**src/rtl/utopia_pkg.sv**
```systemverilog
// -----------------------------------------------------------------------------
// utopia_pkg
// Shared definitions for the UTOPIA Level 1 ATM cell receive path.
//   rx_state_t    : receive framer states
//   CELL_* / *_W  : cell geometry and the width of one buffered cell record
//   HEC_*         : CRC-8 generator polynomial and coset
//   hec_calc()    : HEC over the four header bytes {b0,b1,b2,b3}
// -----------------------------------------------------------------------------
package utopia_pkg;

  typedef enum logic [1:0] {
    RX_IDLE,
    RX_HDR,
    RX_PAYLOAD,
    RX_WRITE
  } rx_state_t;

  localparam int CELL_BYTES    = 53;
  localparam int HDR_BYTES     = 5;
  localparam int PAYLOAD_BYTES = 48;

  localparam logic [7:0] HEC_POLY  = 8'h07;
  localparam logic [7:0] HEC_COSET = 8'h55;

  localparam int HDR_W      = HDR_BYTES * 8;
  localparam int PAYLOAD_W  = PAYLOAD_BYTES * 8;
  localparam int CELL_W     = CELL_BYTES * 8;
  // A buffered cell is the raw 53 bytes plus the HEC error flag on top.
  localparam int CELL_REC_W = CELL_W + 1;

  localparam logic [5:0] LAST_HDR_IDX  = 6'(HDR_BYTES - 1);
  localparam logic [5:0] LAST_CELL_IDX = 6'(CELL_BYTES - 1);

  // CRC-8 processed MSB first across b0..b3, seed zero, then coset added.
  function automatic logic [7:0] hec_calc(input logic [31:0] hdr);
    logic [7:0] crc;
    crc = '0;
    for (int i = 31; i >= 0; i--) begin
      if (crc[7] ^ hdr[i]) begin
        crc = {crc[6:0], 1'b0} ^ HEC_POLY;
      end else begin
        crc = {crc[6:0], 1'b0};
      end
    end
    return crc ^ HEC_COSET;
  endfunction

endpackage

```
**src/rtl/fifo_rx.sv**
```systemverilog
// -----------------------------------------------------------------------------
// fifo_rx
// Synchronous FIFO with first-word fall-through output.
//   clk, rst_n   : clock, synchronous active-low reset (empties the FIFO)
//   i_wr_en      : write request; honoured when not full or when popping
//   i_wr_data    : record to write
//   i_rd_en      : pop request; ignored when empty
//   o_rd_data    : head record, forced to zero while empty
//   o_full       : DEPTH records held
//   o_empty      : no records held
// -----------------------------------------------------------------------------
module fifo_rx #(
  parameter int WIDTH = 8,
  parameter int DEPTH = 4
) (
  input  logic             clk,
  input  logic             rst_n,
  input  logic             i_wr_en,
  input  logic [WIDTH-1:0] i_wr_data,
  input  logic             i_rd_en,
  output logic [WIDTH-1:0] o_rd_data,
  output logic             o_full,
  output logic             o_empty
);

  localparam int AW = $clog2(DEPTH);

  logic [WIDTH-1:0] r_mem [DEPTH];
  logic [AW-1:0]    r_wr_ptr;
  logic [AW-1:0]    r_rd_ptr;
  logic [AW:0]      r_count;

  logic w_do_rd;
  logic w_do_wr;

  assign o_empty = (r_count == '0);
  assign o_full  = (r_count == (AW+1)'(DEPTH));
  assign w_do_rd = i_rd_en && !o_empty;
  // A pop in the same cycle frees the slot, so a write into a full FIFO is fine.
  assign w_do_wr = i_wr_en && (!o_full || w_do_rd);

  // Gating the head with empty keeps the outputs at zero after reset
  // without having to clear the storage array.
  assign o_rd_data = o_empty ? '0 : r_mem[r_rd_ptr];

  always_ff @(posedge clk) begin
    if (w_do_wr) begin
      r_mem[r_wr_ptr] <= i_wr_data;
    end
  end

  // Pointers wrap naturally because DEPTH is a power of two.
  always_ff @(posedge clk) begin
    if (!rst_n) begin
      r_wr_ptr <= '0;
      r_rd_ptr <= '0;
      r_count  <= '0;
    end else begin
      if (w_do_wr) begin
        r_wr_ptr <= r_wr_ptr + 1'b1;
      end
      if (w_do_rd) begin
        r_rd_ptr <= r_rd_ptr + 1'b1;
      end
      case ({w_do_wr, w_do_rd})
        2'b10:   r_count <= r_count + 1'b1;
        2'b01:   r_count <= r_count - 1'b1;
        default: r_count <= r_count;
      endcase
    end
  end

endmodule

```
**src/rtl/utopia1_atm_rx.sv**
```systemverilog
// -----------------------------------------------------------------------------
// utopia1_atm_rx
// UTOPIA Level 1 ATM cell receiver. Reassembles 53-byte cells from the byte
// stream, checks the HEC, and buffers complete cells for the core.
//   clk, rst_n          : clock, synchronous active-low reset
//   soc, data, en       : incoming cell stream (soc marks header byte 0)
//   clav                : registered cell-space-available to the sender
//   rxvalid, rxack      : head-cell valid / pop handshake
//   fifo_empty/full     : cell buffer status
//   rx_overflow         : pulse, complete cell dropped because buffer full
//   rx_runt             : pulse, partial cell aborted by a new soc
//   uni_*               : head-cell UNI header fields and payload
//   uni_hec_err         : head cell arrived with a bad HEC
// -----------------------------------------------------------------------------
module utopia1_atm_rx
  import utopia_pkg::*;
#(
  parameter int DEPTH = 4
) (
  input  logic         clk,
  input  logic         rst_n,
  input  logic         soc,
  input  logic [7:0]   data,
  input  logic         en,
  output logic         clav,
  output logic         rxvalid,
  input  logic         rxack,
  output logic         fifo_empty,
  output logic         fifo_full,
  output logic         rx_overflow,
  output logic         rx_runt,
  output logic [3:0]   uni_GFC,
  output logic [7:0]   uni_VPI,
  output logic [15:0]  uni_VCI,
  output logic         uni_CLP,
  output logic [2:0]   uni_PT,
  output logic [7:0]   uni_HEC,
  output logic [383:0] uni_Payload,
  output logic         uni_hec_err
);

  rx_state_t            r_state;
  logic [5:0]           r_idx;
  logic [HDR_W-1:0]     r_hdr;
  logic [PAYLOAD_W-1:0] r_payload;
  logic                 r_clav;
  logic                 r_runt;
  logic                 r_overflow;

  logic                  w_full;
  logic                  w_empty;
  logic                  w_rd_en;
  logic                  w_wr_en;
  logic                  w_hec_err;
  logic [5:0]            w_pidx;
  logic [CELL_REC_W-1:0] w_wr_data;
  logic [CELL_REC_W-1:0] w_head;

  assign w_rd_en   = rxack && !w_empty;
  assign w_wr_en   = (r_state == RX_WRITE);
  assign w_pidx    = r_idx - 6'(HDR_BYTES);
  // r_hdr holds b0 in the top byte and b4 (received HEC) in the bottom byte.
  assign w_hec_err = (hec_calc(r_hdr[HDR_W-1:8]) != r_hdr[7:0]);
  assign w_wr_data = {w_hec_err, r_hdr, r_payload};

  fifo_rx #(
    .WIDTH (CELL_REC_W),
    .DEPTH (DEPTH)
  ) u_fifo (
    .clk       (clk),
    .rst_n     (rst_n),
    .i_wr_en   (w_wr_en),
    .i_wr_data (w_wr_data),
    .i_rd_en   (w_rd_en),
    .o_rd_data (w_head),
    .o_full    (w_full),
    .o_empty   (w_empty)
  );

  // Framer: collects bytes into r_hdr/r_payload, spends one WRITE cycle
  // pushing the finished cell, and aborts on an unexpected soc.
  always_ff @(posedge clk) begin
    if (!rst_n) begin
      r_state    <= RX_IDLE;
      r_idx      <= '0;
      r_hdr      <= '0;
      r_payload  <= '0;
      r_clav     <= 1'b0;
      r_runt     <= 1'b0;
      r_overflow <= 1'b0;
    end else begin
      r_runt     <= 1'b0;
      r_overflow <= 1'b0;
      r_clav     <= !w_full;
      case (r_state)
        RX_IDLE: begin
          if (en && soc) begin
            r_hdr[39:32] <= data;
            r_idx        <= 6'd1;
            r_state      <= RX_HDR;
          end
        end
        RX_HDR: begin
          if (en && soc) begin
            r_runt       <= 1'b1;
            r_hdr[39:32] <= data;
            r_idx        <= 6'd1;
          end else if (en) begin
            case (r_idx[2:0])
              3'd1:    r_hdr[31:24] <= data;
              3'd2:    r_hdr[23:16] <= data;
              3'd3:    r_hdr[15:8]  <= data;
              3'd4:    r_hdr[7:0]   <= data;
              default: r_hdr        <= r_hdr;
            endcase
            r_idx <= r_idx + 6'd1;
            if (r_idx == LAST_HDR_IDX) begin
              r_state <= RX_PAYLOAD;
            end
          end
        end
        RX_PAYLOAD: begin
          if (en && soc) begin
            r_runt       <= 1'b1;
            r_hdr[39:32] <= data;
            r_idx        <= 6'd1;
            r_state      <= RX_HDR;
          end else if (en) begin
            r_payload[{w_pidx, 3'b000} +: 8] <= data;
            // Index saturates on the last byte instead of running past 52.
            if (r_idx == LAST_CELL_IDX) begin
              r_state <= RX_WRITE;
            end else begin
              r_idx <= r_idx + 6'd1;
            end
          end
        end
        RX_WRITE: begin
          r_overflow <= w_full && !w_rd_en;
          if (en && soc) begin
            r_hdr[39:32] <= data;
            r_idx        <= 6'd1;
            r_state      <= RX_HDR;
          end else begin
            r_idx   <= '0;
            r_state <= RX_IDLE;
          end
        end
        default: begin
          r_idx   <= '0;
          r_state <= RX_IDLE;
        end
      endcase
    end
  end

  assign clav        = r_clav;
  assign rx_runt     = r_runt;
  assign rx_overflow = r_overflow;
  assign fifo_empty  = w_empty;
  assign fifo_full   = w_full;
  assign rxvalid     = !w_empty;

  // Unpack the head record: {hec_err, b0..b4, payload}.
  assign uni_hec_err = w_head[424];
  assign uni_GFC     = w_head[423:420];
  assign uni_VPI     = w_head[419:412];
  assign uni_VCI     = w_head[411:396];
  assign uni_CLP     = w_head[395];
  assign uni_PT      = w_head[394:392];
  assign uni_HEC     = w_head[391:384];
  assign uni_Payload = w_head[383:0];

endmodule
```
**config.mk**
```make
export PLATFORM = sky130hd
export DESIGN_NAME = utopia1_atm_rx
export DESIGN_NICKNAME = d
export VERILOG_FILES = /design/src/rtl/utopia_pkg.sv /design/src/rtl/fifo_rx.sv /design/src/rtl/utopia1_atm_rx.sv
export SDC_FILE = /design/constraint.sdc
export NUM_CORES = 2
export LEC_CHECK = 0
export ABC_AREA = 1
export CORE_MARGIN = 5
export CORE_UTILIZATION = 50
export CTS_BUF_LIST = sky130_fd_sc_hd__clkbuf_4 sky130_fd_sc_hd__clkbuf_8
export DETAILED_ROUTE_END_ITERATION = 8
export GPL_TIMING_DRIVEN = 0
export PLACE_DENSITY = 0.75
export SETUP_SLACK_MARGIN = 0.15
export SKIP_LAST_GASP = 1
export SYNTH_ARGS = -nofsm -noshare
export SYNTH_HDL_FRONTEND = slang
export SYNTH_SLANG_ARGS = --single-unit
export TNS_END_PERCENT = 20
```
**constraint.sdc**
```tcl
create_clock -name clk -period 32.4 [get_ports clk]
set_clock_uncertainty 0.1 [all_clocks]
set_input_delay 6.48 -clock clk [delete_from_list [all_inputs] [get_ports clk]]
set_output_delay 6.48 -clock clk [all_outputs]
set_load 0.02 [all_outputs]
```
==> impl_metrics.py <==
metrics = {
    "logic_synthesis": {
        "syn_inst": 7418,
        "synth_area_leaders": "edfxtp_1 (61%), dfxtp_1 (11%), nor2_1 (8.5%)",
        "synth_area_leader_cell": "edfxtp_1",
        "synth_nets": 7449,
        "yosysTopAreaCellShare": 0.6129,
        "yosys_warnings": 0,
        "yosysUniqueCellTypes": 39,
        "yosys_register_bits": 2144,
        "synth_area_um2": 83290,
        "yosysSeqAreaShare": 0.7196,
        "avgSynthCellArea_um2": 11.23,
    },
    "hold_path": {
        "hold_class": "register to register",
        "hold_depth": 0,
    },
    "critical_path": {
        "criticalPathCategory": "register to primary output",
        "critPathRequiredTime_ns": 25.82,
        "crit_chain": "clkbuf_1 -> clkbuf_1 -> clkbuf_1 -> clkbuf_1 -> nor2_1 -> nor2_1 -> o21ai_0 -> a21oi_1 -> clkdlybuf4s50_1",
        "worstPathMaxFanout": 11,
        "critPathTopFamily": "buffers and inverters",
        "startpoint_type": "register",
        "cp.arrival_ns": 5.86,
        "cp-end-kind": "primary output",
        "cp.depth": 9,
        "reg2reg_depth": 10,
        "max_stage_delay_ns": 0.99,
        "critPathBufInv": 5,
        "r2r_slack_ns": 27.68,
        "cp_common_cell": "clkbuf_1",
        "crit_slowest_cell": "clkbuf_1",
    },
    "cts": {
        "h-tree-depth": 5,
        "cts_tree": "yes",
        "root_buffer": "clkbuf_8",
        "post_cts_buffers": 0,
        "clock_path_buffers": 4,
        "cts_buffers": 343,
        "cts.sinks": 2144,
        "cts_hold_buf": 0,
        "cts_resized": 0,
        "clk_pin_slew_ns": 0.07,
        "worstSkewPairLatency_ns": 1.08,
    },
    "timing": {
        "tns_ns": 0,
        "final-max-slew-violation-count": 11,
        "timing.hold.ws_ns": 0.3397,
        "fmax_ghz": 0.08039,
        "setup_viol_count_final": 0,
        "max-slew-margin-rel": -0.04437,
        "finalCritPeriodShare": 0.3839,
        "layout_min_cycle_time_ns": 12.44,
        "tightest_slew_ns": 1.567,
        "rsz0062_at_grt": "no",
        "finalHoldViolCount": 0,
    },
    "detailed_routing": {
        "drc": 0,
        "antenna_left": 0,
        "wl_per_cell_um": 25.16,
        "drt-initial-drc-count": 7550,
        "vias": 62550,
        "via_per_inst": 5.824,
        "wirelength_mm": 270.2,
        "drt-pass1-iter-count": 8,
    },
    "grt": {
        "grt_remaining_overflow": 0,
        "grt_first_pass_wirelength_mm": 387.1,
        "grtUsageTotal": 0.3000,
        "grt_pass1_vias": 59830,
        "grt_start_max_net_pins": 30,
        "antenna_found_initial": 13,
    },
    "layout": {
        "fin_nets": 8306,
        "final_cell_mix": "nor2_1 (1888), edfxtp_1 (1700), o21ai_0 (1178), a21oi_1 (799), dfxtp_1 (444)",
        "syn2layout_area_growth_pct": 18.94,
        "drive_gt1_frac": 0.08898,
        "seqCellArea_um2": 59940,
        "multiInputGateArea_um2": 20860,
        "fill_cells": 12650,
        "final_common_cell": "nor2_1",
    },
    "pwr": {
        "clockPowerShare": 0.303,
        "ir_worst_vdd_mv": 0.04988,
        "power.leakage_nw": 36.05,
        "power_density_nw_per_um2": 79.65,
        "combPwrFrac": 0.320,
        "swShare": 0.3646,
        "p_seq_frac": 0.377,
        "p_sw_mw": 2.877,
        "intPower_mw": 5.014,
    },
    "floorplanning": {
        "dieHeight_um": 418.1,
        "start_util": 0.5037,
        "pin_count": 444,
        "die_w_um": 418.1,
        "rows": 149,
        "fp.coreArea_um2": 165400,
        "die_area_um2": 174800,
    },
    "outcome": {
        "violations": "capacitance limit, slew limit",
        "outcome": "finished, violations left",
    },
    "place": {
        "dp_hpwl_mm": 186.3,
        "port_buffers": 441,
        "routabilityCongestion": 0.9658,
    },
    "run": {
        "maxCapViolations": 1,
    },
}
metrics by stage:
step | power (mW) | area, um^2 | worst slack, ns | utilization | std cells
6_report | 7.891 | 99060 | 19.96 | 0.5991 | 10740
5_1_grt | 8.217 | 99050 | 20.05 | 0.5990 | 10730
4_1_cts | 7.868 | 99040 | 20.19 | 0.5989 | 10730
3_5_place_dp | 5.513 | 91960 | 21.31 | 0.5561 | 10120
3_3_place_gp | 5.510 | 90440 | -8.032 | 0.5469 | 10050
2_1_floorplan | 4.438 | 83290 | 6.736 | - | 7418
worst register-to-register path, stage by stage, from the launching register on:
cell and delay (ns):
dfxtp_1 0.57, inv_1 0.15, clkbuf_1 0.33, ha_1 0.41
clkbuf_1 0.41, clkinv_1 0.38, nor2_1 0.86, nand2_1 0.39
nor2_1 0.43, nand2_1 0.35, a21oi_1 0.24
synthesized netlist by cell type (all sizes together):
| cell type | instances |
|---|---|
| nand3b | 4 |
| nand4 | 7 |
| a31oi | 14 |
| inv | 182 |
| a211oi | 55 |
| xnor2 | 4 |
| nor4 | 2 |
| o31ai | 1 |
| or2 | 5 |
| nand3 | 120 |
| o21ai | 1186 |
| nand2 | 437 |
| clkinv | 7 |
| nor3 | 29 |
| buf | 101 |
| a41oi | 1 |
| edfxtp | 1700 |
| a21oi | 799 |
| dfxtp | 444 |
| o211a | 2 |
| xor2 | 6 |
| nor2 | 1934 |
| xnor3 | 2 |
| clkbuf | 358 |
| fa | 1 |
| ha | 17 |
final cells by class:
| type | count | share of cell area |
|---|---|---|
| clock inverter | 108 | 0.008765 |
| clock buffer | 503 | 0.06268 |
| multi-input combinational | 4626 | 0.2106 |
| inverter | 189 | 0.007212 |
| timing repair buffer | 512 | 0.05946 |
| antenna | 9 | 0.0002273 |
| tap | 2189 | 0.02765 |
| buffer | 459 | 0.01835 |
| sequential | 2144 | 0.6050 |
power by group through the flow:
stage          Sequential [mW]  Clock [mW]  Combinational (mW)
2_1_floorplan             3.04           0                1.39
3_3_place_gp              3.06           0                2.45
3_5_place_dp              3.03           0                2.48
4_1_cts                   2.97        2.40                2.50
5_1_grt                   2.97        2.54                2.71
6_report                  2.97        2.39                2.53
metal layers:
layer  part of all wire  routed length, um  global-route usage  vias to the layer above
met2               0.45             122200              0.4599                     3873
met1               0.35              94840              0.3697                    30020
met4              0.091              24580              0.2309                        0
li1                   -                  -                   -                    27780
met5                  0                  0                   0                        -
met3               0.11              28650             0.07083                      881
final timing paths:
kind / start / to
setup / recovery: register / uni_Payload[116]
hold / removal: r_payload[347] / u_fifo.r_mem[1][347]
setup reg to reg: r_idx[0] / r_payload[77]
hold reg to reg: r_payload[347] / u_fifo.r_mem[1][347]
registers in the layout, indices dropped and copies added, names as in the netlist, named ones only:
signal / flops
rx_overflow: 1
clav: 1
u_fifo.r_count: 3
u_fifo.r_rd_ptr: 2
u_fifo.r_mem: 1700
u_fifo.r_wr_ptr: 2
r_state: 2
rx_runt: 1
r_hdr: 40
r_payload: 384
r_idx: 6
cells by family after synthesis:
family,Yosys count,synth area share
AOI/OAI and AO/OA,2058,0.1258
xor gates and xnor gates,12,0.001592
adders and majority gates,18,0.002794
buffers and inverters,648,0.03030
DFF,2144,0.7196
and+or+nand+nor,2538,0.1199
Power figures use the tool's default switching activity.
